[src/rtl/btb_ctrl.sv]
// BTB write-port controller: post-reset/flush init sweep, buffered MEM-stage
// target updates, and saturating branch/hit statistics.
module btb_ctrl #(
  parameter int NUM_ENTRIES = 256,
  parameter int IDX_W       = 8,
  parameter int ENTRY_WIDTH = 40,
  parameter int FIFO_DEPTH  = 4
) (
  input  logic                   clk,
  input  logic                   rst_i,
  input  logic                   flush_req,
  input  logic                   upd_valid,
  output logic                   upd_ready,
  input  logic [31:0]            upd_pc,
  input  logic [31:0]            upd_target,
  input  logic                   is_branch,
  input  logic                   hit,
  output logic                   btb_we,
  output logic [IDX_W-1:0]       btb_addr,
  output logic [ENTRY_WIDTH-1:0] btb_wdata,
  output logic                   busy,
  output logic [15:0]            br_cnt,
  output logic [15:0]            hit_cnt
);

  localparam int PTR_W = $clog2(FIFO_DEPTH);
  localparam int CNT_W = PTR_W + 1;

  typedef enum logic {S_INIT, S_RUN} state_t;

  state_t                 r_state, w_state_nxt;
  logic [IDX_W-1:0]       r_idx, w_idx_nxt;
  logic [ENTRY_WIDTH-1:0] r_fifo [FIFO_DEPTH];
  logic [PTR_W-1:0]       r_wr_ptr, r_rd_ptr;
  logic [CNT_W-1:0]       r_count;
  logic [15:0]            r_br_cnt, r_hit_cnt;

  logic                   w_empty, w_full, w_push, w_pop;
  logic [ENTRY_WIDTH-1:0] w_head;
  logic                   w_unused;

  // Only the word-index bits of the PC reach the BTB.
  assign w_unused = ^{upd_pc[31:IDX_W+2], upd_pc[1:0]};

  assign w_empty = (r_count == '0);
  assign w_full  = (r_count == CNT_W'(FIFO_DEPTH));
  assign w_push  = upd_valid && !w_full && !flush_req;
  assign w_pop   = (r_state == S_RUN) && !w_empty;
  assign w_head  = r_fifo[r_rd_ptr];

  always_comb begin
    w_state_nxt = r_state;
    w_idx_nxt   = r_idx;
    case (r_state)
      S_INIT: begin
        w_idx_nxt = r_idx + 1'b1;
        if (r_idx == IDX_W'(NUM_ENTRIES - 1)) begin
          w_state_nxt = S_RUN;
          w_idx_nxt   = '0;
        end
      end
      default: ;
    endcase
    if (flush_req) begin
      w_state_nxt = S_INIT;
      w_idx_nxt   = '0;
    end
  end

  always_ff @(posedge clk or negedge rst_i) begin
    if (!rst_i) begin
      r_state <= S_INIT;
      r_idx   <= '0;
    end else begin
      r_state <= w_state_nxt;
      r_idx   <= w_idx_nxt;
    end
  end

  // Flush drops queued entries; a pop issued in the flush cycle still writes.
  always_ff @(posedge clk or negedge rst_i) begin
    if (!rst_i) begin
      r_wr_ptr <= '0;
      r_rd_ptr <= '0;
      r_count  <= '0;
    end else if (flush_req) begin
      r_wr_ptr <= '0;
      r_rd_ptr <= '0;
      r_count  <= '0;
    end else begin
      if (w_push) r_wr_ptr <= r_wr_ptr + 1'b1;
      if (w_pop)  r_rd_ptr <= r_rd_ptr + 1'b1;
      case ({w_push, w_pop})
        2'b10:   r_count <= r_count + 1'b1;
        2'b01:   r_count <= r_count - 1'b1;
        default: ;
      endcase
    end
  end

  always_ff @(posedge clk) begin
    if (w_push) r_fifo[r_wr_ptr] <= {upd_pc[IDX_W+1:2], upd_target};
  end

  always_ff @(posedge clk or negedge rst_i) begin
    if (!rst_i) begin
      r_br_cnt  <= '0;
      r_hit_cnt <= '0;
    end else begin
      if (is_branch && (r_br_cnt != 16'hFFFF))          r_br_cnt  <= r_br_cnt + 1'b1;
      if (is_branch && hit && (r_hit_cnt != 16'hFFFF)) r_hit_cnt <= r_hit_cnt + 1'b1;
    end
  end

  always_comb begin
    btb_addr  = '0;
    btb_wdata = '0;
    if (r_state == S_INIT) begin
      btb_addr  = r_idx;
      btb_wdata = {r_idx, 32'h0};
    end else if (w_pop) begin
      btb_addr  = w_head[ENTRY_WIDTH-1 -: IDX_W];
      btb_wdata = w_head;
    end
  end

  assign btb_we    = rst_i && ((r_state == S_INIT) || w_pop);
  assign busy      = (r_state == S_INIT);
  assign upd_ready = !w_full;
  assign br_cnt    = r_br_cnt;
  assign hit_cnt   = r_hit_cnt;

endmodule

[config.mk]
export PLATFORM = sky130hd
export DESIGN_NAME = btb_ctrl
export DESIGN_NICKNAME = d
export VERILOG_FILES = /design/src/rtl/btb_ctrl.sv
export SDC_FILE = /design/constraint.sdc
export NUM_CORES = 1
export LEC_CHECK = 0
export CORE_UTILIZATION = 57
export DETAILED_ROUTE_END_ITERATION = 10
export PLACE_DENSITY = 0.85
export SLEW_MARGIN = 20
export SYNTH_ARGS = -nofsm -noshare
export SYNTH_HDL_FRONTEND = slang
export SYNTH_SLANG_ARGS = --single-unit
[constraint.sdc]
create_clock -name clk -period 5.5 [get_ports clk]
set_input_delay 1.1 -clock clk [delete_from_list [all_inputs] [get_ports clk]]
set_output_delay 1.1 -clock clk [all_outputs]
set_load 0.02 [all_outputs]
### Word level (Yosys, flattened, before mapping)

Memories as Yosys holds them, arrays and structs flattened.
Index checks and enable logic that the tools add are counted.

| word-level totals | value |
|---|---|
| register bits after elaboration | 48 |
| input port bits | 70 |
| latch bits | 0 |
| memories kept | 1 |
| ROM bits | 0 |
| RAM bits | 160 |

Memories:

| memory | words | width | rd ports | clocked after Yosys merged registers in | wr ports | RTL line | source |
|---|---|---|---|---|---|---|---|
| r_fifo | 4 | 40 | 1 | 0 | 1 | 33 | `logic [ENTRY_WIDTH-1:0] r_fifo [FIFO_DEPTH];` |

| cells by class | value |
|---|---|
| multiplexer cells | 18 |
| shift-type cells | 0 |
| equal/unequal tests | 7 |
| bitwise gates (word level) | 1 |
| add/subtract/negate cells | 7 |
| multipliers | 0 |
| magnitude comparators | 0 |
| reduce and logical (&&, ||, !) cells | 15 |
| div/mod/pow operators | 0 |

Operators by type and width:

| cell | count |
|---|---|
| $mux 40 | 2 |
| $mux 8 | 5 |
| $add 16x1->16 const B | 2 |
| $ne 16x16->1 const B | 2 |
| $add 8x1->8 const B | 1 |
| $eq 8x8->1 const B | 1 |
| $mux 2 | 4 |
| $logic_and 1x1->1 | 7 |
| $pmux 3 s2 | 1 |
| $mux 1 | 5 |
| $add 2x1->2 const B | 2 |
| $reduce_bool 2->1 | 2 |
| $add 3x1->3 const B | 1 |
| $eq 3x3->1 const B | 1 |
| $logic_not 1->1 | 3 |
| $logic_not 3->1 | 1 |
| $mux 3 | 1 |
| $reduce_bool 3->1 | 1 |
| $sub 3x1->3 const B | 1 |
| $eq 2x1->1 const B | 1 |
| $eq 2x2->1 const B | 1 |
| $ne 2x2->1 const B | 1 |
| $logic_or 1x1->1 | 1 |
| $not 1->1 | 1 |

### Depth between registers and ports, before layout

Gate-level depths: netlist (run 1).

| depth | value |
|---|---|
| depth after elaboration | 7 |
| depth in mapped cells | 8 |
| mapped depth without buffers | 7 |

### Least setup slack after synthesis (run 1)

OpenSTA, ideal clock, no wires.

| path | value |
|---|---|
| kind | reg2out |
| start | register r_rd_ptr[0] |
| end | output btb_wdata[32] |
| arrival time | 1.930 ns |
| buffers on the path | 3 |
| setup slack | 2.470 ns |
| stages on the path, launching flop included | 7 |
| required time | 4.400 ns |
| path through | dfrtp_1 > clkbuf_1 > buf_2 > mux4_2 > nand2_1 > o21ai_0 > buf_4 |

| on the way | value |
|---|---|
| longest elaborated chain between the ends | 3 |

RTL lines:

| item | RTL line | source |
|---|---|---|
| from (decl) | 34 | `logic [PTR_W-1:0] r_wr_ptr, r_rd_ptr;` |
| from (signal assigned) | 92 | `if (w_pop) r_rd_ptr <= r_rd_ptr + 1'b1;` |
| $mem_v2 4x40 | - |  |
| $mux 40 | 121 | `end else if (w_pop) begin` |
| $mux 40 | 118 | `if (r_state == S_INIT) begin` |
| to (decl) | 20 | `output logic [ENTRY_WIDTH-1:0] btb_wdata,` |

Every way passes these cells.

### Worst setup path in the final report (run 1)

| path | value |
|---|---|
| start | register r_state |
| end | output btb_addr[4] |

| on the way | value |
|---|---|
| longest elaborated chain between the ends | 3 |

RTL lines:

| item | RTL line | source |
|---|---|---|
| from (decl) | 31 | `state_t r_state, w_state_nxt;` |
| from (signal assigned) | 75 | `r_state <= w_state_nxt;` |
| $logic_and 1x1->1 | 48 | `assign w_pop = (r_state == S_RUN) && !w_empty;` |
| $mux 8 | 121 |  |
| $mux 8 (*) | 118 |  |
| to (decl) | 19 | `output logic [IDX_W-1:0] btb_addr,` |

Every way passes the cells marked *; elsewhere a longest branch is shown, timed or not.

==> results of run 1 <==
[cell usage in the layout (no fill, tap or decap), drive strengths merged, types with 8 or more instances in the layout]
cell type / synthesis / layout
a21oi: 9 / 9
and2: 37 / 37
clkbuf: 9 / 21
clkdlybuf4s50: 0 / 127
clkinv: 1 / 10
dfrtp: 48 / 48
edfxtp: 160 / 160
inv: 13 / 13
mux4: 40 / 40
nand2: 29 / 29
nand3: 13 / 13
nand4: 12 / 12
nor2: 13 / 13
nor3: 9 / 9
o21ai: 10 / 10
or3: 8 / 8
xnor2: 16 / 16
xor2: 14 / 14
[logic make-up (layout without fill, tap and decap cells)]
logic type	Yosys count	count (layout)	synth area share
flops	208	208	0.694
fa+ha+maj	8	8	0.0124
buf+inv	43	183	0.0240
xor+xnor	30	30	0.0304
compound gates	42	42	0.0325
simple gates	142	142	0.0945
mux	46	46	0.112
[worst max-delay path by stage]
stage          slack [ns]            end  cells after the start
3_3_place_gp         1.82         btb_we                      4
5_1_grt              1.30    btb_addr[0]                      4
4_1_cts              1.49    btb_addr[0]                      4
6_report             1.54    btb_addr[4]                      4
2_1_floorplan        2.47  btb_wdata[32]                      6
3_5_place_dp         1.79         btb_we                      4
[per-layer routing]
metal	up-vias	track usage
met5	-	0
met4	0	0.0674
met3	27	0.0501
met2	180	0.389
met1	2510	0.288
li1	2249	-
[final cells by class]
cell class / count / area (sq um)
clock buffer: 21 / 526
multi-input combinational: 268 / 2450
tap: 184 / 230
clock inverter: 16 / 205
sequential: 208 / 6010
inverter: 14 / 52.6
fill: 871 / 3910
timing repair buffer: 132 / 1320
[metrics by stage]
step | power [uW] | instances
2_1_floorplan | 2130 | 519
3_3_place_gp | 2330 | 805
3_5_place_dp | 2350 | 806
4_1_cts | 3840 | 843
5_1_grt | 3950 | 843
6_report | 3830 | 843
[critical path, cell delays in order (launching register included)]
cell	delay [ns]
dfrtp_1	0.61
o31a_2	0.80
nand2_1	0.09
o21ai_0	0.18
clkdlybuf4s50_1	0.69
[state kept, by name (all words and copies together), names as in the netlist]
signal / cells
r_wr_ptr: 2
r_fifo: 160
br_cnt: 16
hit_cnt: 16
r_idx: 8
r_rd_ptr: 2
r_state: 1
r_count: 3
[power breakdown]
group | total (uW) | internal [uW] | switching [uW]
Combinational | 427 | 215 | 212
Sequential | 1900 | 1790 | 106
Clock | 1500 | 931 | 573
Total | 3830 | 2940 | 890
==> results.json, run 1 <==
{
  "outcome": "finished, violations left",
  "violations": "DRC",
  "synth_most_common_cell": "edfxtp_1",
  "power_density_mw_per_mm2": 355,
  "antenna_found_initial": 0,
  "dieArea_sq_mm": 0.0157,
  "finalWorstSetupSlack_ns": 1.54,
  "dr.first_iter.drc_count": 347,
  "worstHoldStart": "hit_cnt[15]",
  "place_worst_setup_slack_ns": 1.79,
  "r2r-end": "r_fifo[1][25]",
  "yosysWarnings": 0,
  "timing.final.crit_share": 0.720,
  "wl_per_cell_um": 20.2,
  "dr_wl_met2_um": 8550,
  "cts_setup_buffers": 0,
  "overflow": 0,
  "yosysUniqueCellTypes": 53,
  "max_slew_margin": 0.301,
  "cts_buffers": 21,
  "area_growth_pct": 24.7,
  "place_hpwl_um": 10300,
  "fmax_ghz": 0.253,
  "num_rows": 44,
  "synth_seq_cells": 208,
  "final_antenna_net_count": 0,
  "final-max-slew-violation-count": 0,
  "grt_start_max_net_pins": 50,
  "tightest_slew_ns": 1.05,
  "synth_edf_count": 160,
  "firstDrtPassIters": 11,
  "io-pin-count": 153,
  "cts_sinks": 208,
  "synth_top_cells_by_area": "edfxtp_1 (55%), dfrtp_1 (14%), mux4_2 (10%), and2_1 (2.7%), xnor2_1 (1.6%)",
  "startpoint": "r_state",
  "wl_met1_um": 6980,
  "min_period_ns": 3.96,
  "rr_startpoint": "r_count[0]",
  "topRoutingLayerUsed": "met4",
  "p_leak_uw": 0.00371,
  "die_w_um": 125,
  "gp_congestion": 0.907,
  "rrSetupSlack_ns": 3.12,
  "nets": 723,
  "start_util": 0.589,
  "cts-hold-fix-buffers": 0,
  "async_reset_ff_frac": 0.231,
  "avgSynthCellArea_sq_um": 16.7,
  "wl_met3_um": 1150,
  "crit_type": "flop to output port",
  "synth_top_area_cell": "edfxtp_1",
  "whs_path_depth": 1,
  "core_area_sq_mm": 0.0147,
  "synthCells": 519,
  "hold-worst-slack_ns": 0.519,
  "vias": 4966,
  "crit_required_ns": 4.40,
  "synth_ff_type": "edfxtp_1",
  "tritoncts": "done",
  "rr_worst_depth": 5,
  "rsz0062_at_grt": "false",
  "grt_pass1_vias": 5300,
  "clkLatencyLatePin_ns": 0.49,
  "final_hold_viol_count": 0,
  "layout-drive-gt1-share": 0.147,
  "cp-end-kind": "output port",
  "fin_area_sq_mm": 0.0108,
  "postLayoutCoreUtil": 0.734,
  "synth_top_area_frac": 0.555,
  "grt_pass1_wl_um": 27600,
  "hold_end": "hit_cnt[15]",
  "synth_nets": 597,
  "finClkSkew_ns": 0.0158,
  "via_per_inst": 5.89,
  "wl_um": 17000,
  "cts_root_buffer": "clkbuf_16",
  "cts_buffer_depth": 3,
  "finalSetupTns_ns": 0,
  "grt_util_all_layers": 0.225,
  "path_clk_slew_ns": 0.06,
  "hp-class": "flop to flop",
  "placed_cell_area_sq_mm": 0.0101,
  "port_buffers": 128,
  "num_antenna_cells": 0,
  "die_h_um": 125,
  "htree_levels": 1,
  "drc_errors": 12,
  "crit_arrival_ns": 2.86,
  "synth_area_sq_mm": 0.00866,
  "critPathLaunchType": "flop",
  "cts_resized": 0,
  "vdd_ir_drop_max_mv": 0.491,
  "setup_viol": 0,
  "cp_max_fo": 42,
  "ys_top_cells_by_count": "edfxtp_1 (160), dfrtp_1 (48), mux4_2 (40)",
  "cap_viol_max_count": 0,
  "ys_seq_area_frac": 0.694
}
(Power assumes the default switching activity.)
==> run 2, diff against run 1 <==
--- a/config.mk
+++ b/config.mk
@@ -5,9 +5,9 @@
 export SDC_FILE = /design/constraint.sdc
 export NUM_CORES = 1
 export LEC_CHECK = 0
-export CORE_UTILIZATION = 57
+export CORE_UTILIZATION = 48
 export DETAILED_ROUTE_END_ITERATION = 10
-export PLACE_DENSITY = 0.85
+export PLACE_DENSITY = 0.77
 export SLEW_MARGIN = 20
 export SYNTH_ARGS = -nofsm -noshare
 export SYNTH_HDL_FRONTEND = slang
==> constraint.sdc (replaced) <==
create_clock -name clk -period 3.25 [get_ports clk]
set_input_delay 0.65 -clock clk [delete_from_list [all_inputs] [get_ports clk]]
set_output_delay 0.65 -clock clk [all_outputs]
set_load 0.02 [all_outputs]
==> run 2 against run 1 <==
The run now ends clean. Largest cell class unchanged. Register-to-register slack worse by 2.1 ns. Clock skew rose by 0.0060 ns. Largest power group unchanged. Clock-buffer cell count up 14. Sequential cell count stayed put. Core utilization shrank 10 points. Final cell count up 6.6%. Total power increased by 66%. Die area rose by 18%. Via count grew 0.42%. Global-route usage decreased by 3.3 points. Combinational power up 68%.
==> results.json, run 2 (synthesis gave the netlist of run 1 again) <==
{
  "outcome": "complete, no violations",
  "power_density_mw_per_mm2": 577,
  "clkLatencyLatePin_ns": 0.52,
  "critPathLaunchType": "flop",
  "wl_per_cell_um": 19.1,
  "cts_setup_buffers": 0,
  "pwr-share-comb": 0.113,
  "p_leak_uw": 0.00404,
  "final-max-slew-violation-count": 0,
  "drc_errors": 0,
  "rr_startpoint": "r_count[0]",
  "cts_buffers": 23,
  "min_period_ns": 3.15,
  "grt_pass1_wl_um": 27300,
  "dr.first_iter.drc_count": 258,
  "tritoncts": "done",
  "final_common_cell": "edfxtp_1",
  "cp_max_fo": 14,
  "hp-class": "input pin to asynchronous set/reset pin",
  "place_worst_setup_slack_ns": 0.324,
  "fmax_ghz": 0.317,
  "area_growth_pct": 27.1,
  "final_cell_mix": "edfxtp_1 (160), clkdlybuf4s50_1 (109), dfrtp_1 (46)",
  "p_total_uw": 6340,
  "finClkSkew_ns": 0.0218,
  "final_antenna_net_count": 0,
  "seq_power_share": 0.507,
  "place_hpwl_um": 10700,
  "switching_share": 0.240,
  "io-pin-count": 153,
  "cts_buffer_depth": 3,
  "rsz0062_at_grt": "false",
  "crit_type": "flop to output port",
  "grt_util_all_layers": 0.193,
  "r2r-end": "r_count[2]",
  "setup_viol": 0,
  "vdd_ir_drop_max_mv": 0.504,
  "firstDrtPassIters": 4,
  "crit_required_ns": 2.60,
  "tightest_slew_ns": 0.614,
  "rrSetupSlack_ns": 1.00,
  "gp_congestion": 0.844,
  "via_per_inst": 5.55,
  "cts_sinks": 208,
  "num_rows": 48,
  "cp-end-kind": "output port",
  "vias": 4987,
  "htree_levels": 1,
  "cap_viol_max_count": 0,
  "power_switching_uw": 1520,
  "max_slew_margin": 0.588,
  "largest_reg_flops": 160,
  "final_hold_viol_count": 0,
  "largest-register": "r_fifo",
  "antenna_found_initial": 0,
  "start_util": 0.495,
  "overflow": 0,
  "dieArea_sq_mm": 0.0186,
  "core_area_sq_mm": 0.0175,
  "cts_root_buffer": "clkbuf_16",
  "p_int_uw": 4820,
  "grt_pass1_vias": 5280,
  "path_clk_slew_ns": 0.06,
  "rr_worst_depth": 7,
  "finalSetupTns_ns": 0,
  "die_h_um": 136,
  "timing.final.crit_share": 0.970,
  "grt_start_max_net_pins": 49,
  "die_w_um": 136,
  "pwr-share-clk": 0.380,
  "wl_um": 17200,
  "num_antenna_cells": 0,
  "nets": 735,
  "port_buffers": 128,
  "crit_arrival_ns": 2.50,
  "finalWorstSetupSlack_ns": 0.0959,
  "layout-drive-gt1-share": 0.148
}
==> run 2: through the flow <==
step / hold WS [ns] / utilization / instances / area (sq um)
floorplan: 0.354 / - / 519 / 8660
global route: 0.321 / 0.630 / 899 / 11000
detailed placement: 0.495 / 0.585 / 856 / 10200
finish: 0.283 / 0.630 / 899 / 11000
global placement: 0.480 / 0.585 / 856 / 10200
CTS: 0.283 / 0.628 / 899 / 11000
==> run 2: per-layer routing <==
| layer | track usage | vias to the layer above | wire [um] |
|---|---|---|---|
| met5 | 0 | - | 0 |
| met4 | 0.0512 | 0 | 290 |
| met3 | 0.0425 | 20 | 1030 |
| met2 | 0.328 | 152 | 8640 |
| met1 | 0.250 | 2543 | 7250 |
| li1 | - | 2272 | - |
==> run 2: power groups by stage <==
stage	clock, uW	combinational, uW	sequential, uW
detailed placement	0	721	3260
global placement	0	704	3250
finish	2410	716	3220
floorplan	0	278	3330
CTS	2480	724	3210
global route	2570	772	3240
==> run 2: repair_timing <==
| action | CTS | global route |
|---|---|---|
| gates resized for setup | 5 | 14 |
| endpoints found under the setup margin | 48 | 14 |
| gates cloned | 1 | 0 |
| hold buffers | 0 | 0 |
==> run 2: cell type report <==
type	count	area (sq um)
flip-flops and latches	208	6010
clock inverters	7	71.3
repair buffers	142	1500
fillers	1226	6470
well taps	225	282
multi-input cells	268	2460
clock buffers	35	631
inverters	14	52.6
==> run 2: worst max-delay path by stage <==
stage	from	end	slack (ns)	cells past startpoint
after floorplan	r_rd_ptr[0]	btb_wdata[32]	0.67	6
after global placement	r_count[0]	btb_wdata[38]	0.37	4
after detailed placement	r_count[0]	btb_wdata[38]	0.32	4
after CTS	r_rd_ptr[0]	btb_wdata[13]	0.005	4
after global routing	r_rd_ptr[0]	btb_wdata[4]	0.01	4
final	r_state	btb_we	0.1	4
==> run 2: worst max-delay path, cell delays in order (launching register included) <==
cell and delay [ns]:
dfrtp_1 0.36, buf_4 0.21, clkinv_1 0.29, o41a_2 0.56, clkdlybuf4s50_1 0.57
